File: src/rtl/sqrt_iter_ctrl.sv
// Sequential integer square root: one root bit per clock, non-restoring
// recurrence, with valid/ready handshakes on the operand and result sides.
module sqrt_iter_ctrl #(
    parameter int SIZE      = 16,
    parameter int HALF_SIZE = 8
) (
    input  logic                 clk,
    input  logic                 rst_n,
    input  logic                 in_valid,
    output logic                 in_ready,
    input  logic [SIZE-1:0]      p,
    output logic                 out_valid,
    input  logic                 out_ready,
    output logic [HALF_SIZE-1:0] u,
    output logic [HALF_SIZE:0]   rem,
    output logic                 busy
);

    localparam int RW = HALF_SIZE + 2;
    localparam int CW = (HALF_SIZE > 1) ? $clog2(HALF_SIZE) : 1;

    typedef enum logic [1:0] {
        IDLE,
        CALC,
        FIX,
        DONE
    } state_t;

    state_t                 state_q, state_d;
    logic [SIZE-1:0]        opnd_q, opnd_d;
    logic [HALF_SIZE-1:0]   q_q, q_d;
    logic [RW-1:0]          r_q, r_d;
    logic [CW-1:0]          cnt_q, cnt_d;
    logic [HALF_SIZE-1:0]   u_q, u_d;
    logic [HALF_SIZE:0]     rem_q, rem_d;
    logic                   ov_q, ov_d;

    logic [1:0]             digit;
    logic [RW-1:0]          t;
    logic [RW-1:0]          r_step;
    logic [RW-1:0]          r_fix;

    always_ff @(posedge clk or negedge rst_n) begin
        if (!rst_n) begin
            state_q <= IDLE;
            opnd_q  <= '0;
            q_q     <= '0;
            r_q     <= '0;
            cnt_q   <= '0;
            u_q     <= '0;
            rem_q   <= '0;
            ov_q    <= 1'b0;
        end else begin
            state_q <= state_d;
            opnd_q  <= opnd_d;
            q_q     <= q_d;
            r_q     <= r_d;
            cnt_q   <= cnt_d;
            u_q     <= u_d;
            rem_q   <= rem_d;
            ov_q    <= ov_d;
        end
    end

    always_comb begin
        state_d = state_q;
        opnd_d  = opnd_q;
        q_d     = q_q;
        r_d     = r_q;
        cnt_d   = cnt_q;
        u_d     = u_q;
        rem_d   = rem_q;
        ov_d    = ov_q;

        digit = opnd_q[{cnt_q, 1'b0} +: 2];
        t     = {r_q[HALF_SIZE-1:0], digit};
        // Sign of the partial remainder picks subtract or add-back.
        if (!r_q[RW-1]) begin
            r_step = t - {q_q, 2'b01};
        end else begin
            r_step = t + {q_q, 2'b11};
        end
        if (r_q[RW-1]) begin
            r_fix = r_q + {1'b0, q_q, 1'b1};
        end else begin
            r_fix = r_q;
        end

        unique case (state_q)
            IDLE: begin
                if (in_valid) begin
                    opnd_d  = p;
                    q_d     = '0;
                    r_d     = '0;
                    cnt_d   = CW'(HALF_SIZE - 1);
                    state_d = CALC;
                end
            end
            CALC: begin
                r_d = r_step;
                q_d = {q_q[HALF_SIZE-2:0], ~r_step[RW-1]};
                if (cnt_q == '0) begin
                    state_d = FIX;
                end else begin
                    cnt_d = cnt_q - CW'(1);
                end
            end
            FIX: begin
                r_d     = r_fix;
                u_d     = q_q;
                rem_d   = r_fix[HALF_SIZE:0];
                ov_d    = 1'b1;
                state_d = DONE;
            end
            DONE: begin
                if (out_ready) begin
                    ov_d    = 1'b0;
                    state_d = IDLE;
                end
            end
            default: state_d = IDLE;
        endcase
    end

    assign in_ready  = rst_n & (state_q == IDLE);
    assign busy      = (state_q != IDLE);
    assign out_valid = ov_q;
    assign u         = u_q;
    assign rem       = rem_q;

endmodule

File: config.mk
export PLATFORM = sky130hd
export DESIGN_NAME = sqrt_iter_ctrl
export DESIGN_NICKNAME = d
export VERILOG_FILES = /design/src/rtl/sqrt_iter_ctrl.sv
export SDC_FILE = /design/constraint.sdc
export NUM_CORES = 1
export LEC_CHECK = 0
export CELL_PAD_IN_SITES_DETAIL_PLACEMENT = 0
export CELL_PAD_IN_SITES_GLOBAL_PLACEMENT = 1
export CORE_ASPECT_RATIO = 1.2
export CORE_MARGIN = 2
export CORE_UTILIZATION = 46
export CTS_BUF_LIST = sky130_fd_sc_hd__clkbuf_8
export DETAILED_ROUTE_END_ITERATION = 8
export HOLD_SLACK_MARGIN = 0.15
export MAX_ROUTING_LAYER = met4
export PLACE_DENSITY = 0.94
export SLEW_MARGIN = 20
export SYNTH_ARGS = -nofsm -noshare
export SYNTH_HDL_FRONTEND = slang
export SYNTH_SLANG_ARGS = --single-unit
File: constraint.sdc
create_clock -name clk -period 3.54 [get_ports clk]
set_input_delay 1.062 -clock clk [delete_from_list [all_inputs] [get_ports clk]]
set_output_delay 1.062 -clock clk [all_outputs]
set_load 0.02 [all_outputs]
==> metrics.txt <==
proportion of layout cells with a drive suffix above 1 15.22%; stage delay of the slowest cell on the critical path 0.60 ns; type of element capturing the critical path output pin; slowest library cell on the worst path clkdlybuf4s50_1; Critical Path Fanout Max 5; Clock Path Buffers 2; number of violations reported at the end of detailed-routing iteration 0 154; final critical path time including I/O delays and setup 2.987 ns; synthesized net count 367; Fin Clk Skew 0.009507 ns; cells along the critical path inv_1 -> ha_1 -> and2_1 -> clkdlybuf4s50_1; sequential share of the synthesized area 41.02%; aggregate global-route resource usage 19.51%; Vias per Instance 5.788; Worst Hold Class reg2reg; root buffer cell clkbuf_8; startpoint kind of the worst setup timing path flip-flop; Site Rows 34; Cell Int Power 0.002462 W; worst-case headroom to the max-slew limit 48.85%; final clock period utilization by the worst path 84.38%; slew at the pin closest to its max-slew limit 0.7657 ns; data arrival time of the critical path 1.92 ns; via count of the first global-routing pass 2579; #FFs+latches synth 57; layout overhead on the synthesized area 20.94%; overall power consumption 0.004110 W; CTS tree done; Main synth FF type dfrtp_1; Final Slew Violations 0; IO Count 40; number of levels in the clock H-tree 3; first-pass GRT wire length 12.44 mm; total of cells resized after clock tree synthesis 0; relative contribution of the clock network to total power 19.6%; type of the setup path with the least slack reg2out; routed via count 2651; global placer's final weighted congestion 0.8643; Peak Freq 334.8 MHz; Synth Cell Area 3477 sq um; power density over the cells 977.3 nW/um^2; leakage power of the design 1.901 nW; floorplan die area 8273 sq um; required time of the critical path 2.48 ns; Final nets 408; clock-pin slew on the worst setup and hold paths 0.07 ns; Comb power frac 52.4%; number of warnings issued by yosys 0; final sum of negative setup slack 0 ns; outcome finished clean; initial core utilization 47.80%; ANT nets after route 0; Post-Place Setup Slack 0.5562 ns; Port-buffer cells 39; number of clock sinks 57; Post-Place Cells 442; final global-route overflow total 0; async set-or-reset flop fraction in the synthesized netlist 100.0%; maximum number of pins on one net before global-route repair 58; sequential share of power 28.1%; clock insertion delay at the later pin of the skew report 0.35 ns; final hold violations 0; Peak supply drop 0.0004698 V; setup fix buffers added after clock tree synthesis 0; DP Wirelength 5.592 mm; Antenna diodes 0; number of buffers added by the clock tree synthesis step 9; net switching power 0.001648 W; count of non-filler cells in the finished layout 458; cell types with the largest area share after synthesis dfrtp_1 41%, mux2_2 9.4%, ha_1 8.6%, xnor2_1 4.0%, mux4_1 3.0%; final critical-path setup slack 0.5530 ns; Max-Cap Viols 0; utilization after layout 57.81%; setup repair after global routing missed its margin false; antenna violations before repair 0; mean cell area of the mapped netlist 10.80 sq um; top cell type's share of synthesized area 41.02%; total wirelength of the detailed-routed design 7.574 mm; synthesized instance count 322; Die X-Extent 83.37 um; average wire per standard cell 16.54 um; core region area 7274 sq um; count of cell types in the netlist 53; remaining routing DRC violations 0; cell taking the most area after synthesis dfrtp_1; first drt pass iteration count 4; die height 99.24 um; total of endpoints with negative setup slack in the final report 0; hold-fix buffer count after cts 0; EDFF count, synth 0; Sw Ratio 40.09%
[kinds of logic after synthesis]
group | Yosys count | synth area share, %
AO/OA/AOI/OAI | 86 | 17.20
AND/OR/NAND/NOR | 65 | 8.420
flip-flops | 57 | 41.02
multiplexers | 40 | 15.51
buffers and inverters | 28 | 3.346
adder cells (fa/ha/maj) | 25 | 9.212
XOR/XNOR | 21 | 5.289
[worst max-delay path, delay by kind of cell, from the launching register on]
family                     cells  cell delay [ns]
adders and majority gates      1             0.25
and+or+nand+nor                1             0.15
buffers and inverters          2             0.74
DFF                            1             0.43
[sequential cells by signal, summed over array words and instances (netlist names)]
name	cells
rem	9
opnd_q	16
r_q	10
q_q	8
state_q	2
u	8
cnt_q	3
out_valid	1
[cells in the final DEF (no fill, tap or decap), types with 3 or more instances in the layout]
cell,synthesis,final
bufinv_16,0,4
nand3_1,3,3
mux2_2,29,29
mux4_1,4,4
o21a_1,3,3
nor2b_1,3,3
mux2i_1,4,4
o31ai_1,3,3
clkbuf_8,0,9
a22o_1,7,7
ha_1,24,24
a21oi_1,17,17
clkdlybuf4s50_1,0,38
o22ai_1,3,3
dfrtp_1,57,57
buf_4,0,4
a21o_1,6,6
inv_1,14,15
xor2_1,5,5
nand2b_1,6,6
o21ai_1,4,4
o21ai_0,17,17
a211oi_1,6,6
nor2_1,26,26
nand2_1,18,18
xnor2_1,16,16
[final cells by class]
type                            instances  area, sq um
Timing Repair Buffer                   43        415.4
Sequential cell                        57         1426
Multi-Input combinational cell        237         1934
Clock buffer                            9        123.9
Inverter                               15        58.81
Tap cell                               90        112.6
Fill cell                             636         3069
Clock inverter                          7        133.9
[per-stage QoR]
| stage | hold WS (ns) | cell area (sq um) |
|---|---|---|
| floorplan | 0.4807 | 3477 |
| global route | 0.4964 | 4205 |
| detailed placement | 0.4718 | 3948 |
| CTS | 0.4858 | 4205 |
| global placement | 0.4662 | 3948 |
| finish | 0.4822 | 4205 |
[synth_stat cells, drive strengths merged, types with 3 or more instances]
master  count
dfrtp      57
o22ai       3
nand2      18
nor2       26
nor2b       3
ha         24
mux2       29
buf         5
a21o        6
inv        15
mux2i       5
o211ai      3
nand2b      6
xnor2      16
xor2        5
nand3       3
o31ai       3
o21a        3
a22o        7
a21oi      17
o21ai      21
clkbuf      8
mux4        6
a211oi      6
[power groups by stage]
stage	clock, W	combinational (W)	sequential [W]
floorplan	0	0.00152	0.00118
global placement	0	0.00208	0.00115
detailed placement	0	0.00213	0.00117
CTS	0.000814	0.00215	0.00116
global route	0.000845	0.00236	0.00119
finish	0.000804	0.00215	0.00115
[layer usage]
metal	wire (um)	global-route usage (%)	vias up	part of all wire, %
met5	0	-	-	0
met4	146	8.071	0	1.9
met3	257	2.905	12	3.4
met2	4058	34.68	61	54
met1	3111	22.00	1324	41
li1	-	-	1254	-
[path summary, 6_finish.rpt]
path | startpoint | to | slack, ns | cells past startpoint
setup reg to reg | cnt_q[0] | r_q[8] | 0.82 | 10
max in group asynchronous | rst_n | opnd_q[5] | 2.14 | 2
min in group asynchronous | rst_n | rem[6] | 0.93 | 2
setup / recovery | state_q[1] | in_ready | 0.55 | 4
hold reg to reg | rem[2] | rem[2] | 0.48 | 1
hold / removal | rem[2] | rem[2] | 0.48 | 1
No activity file was read; power rests on OpenSTA's default activity.
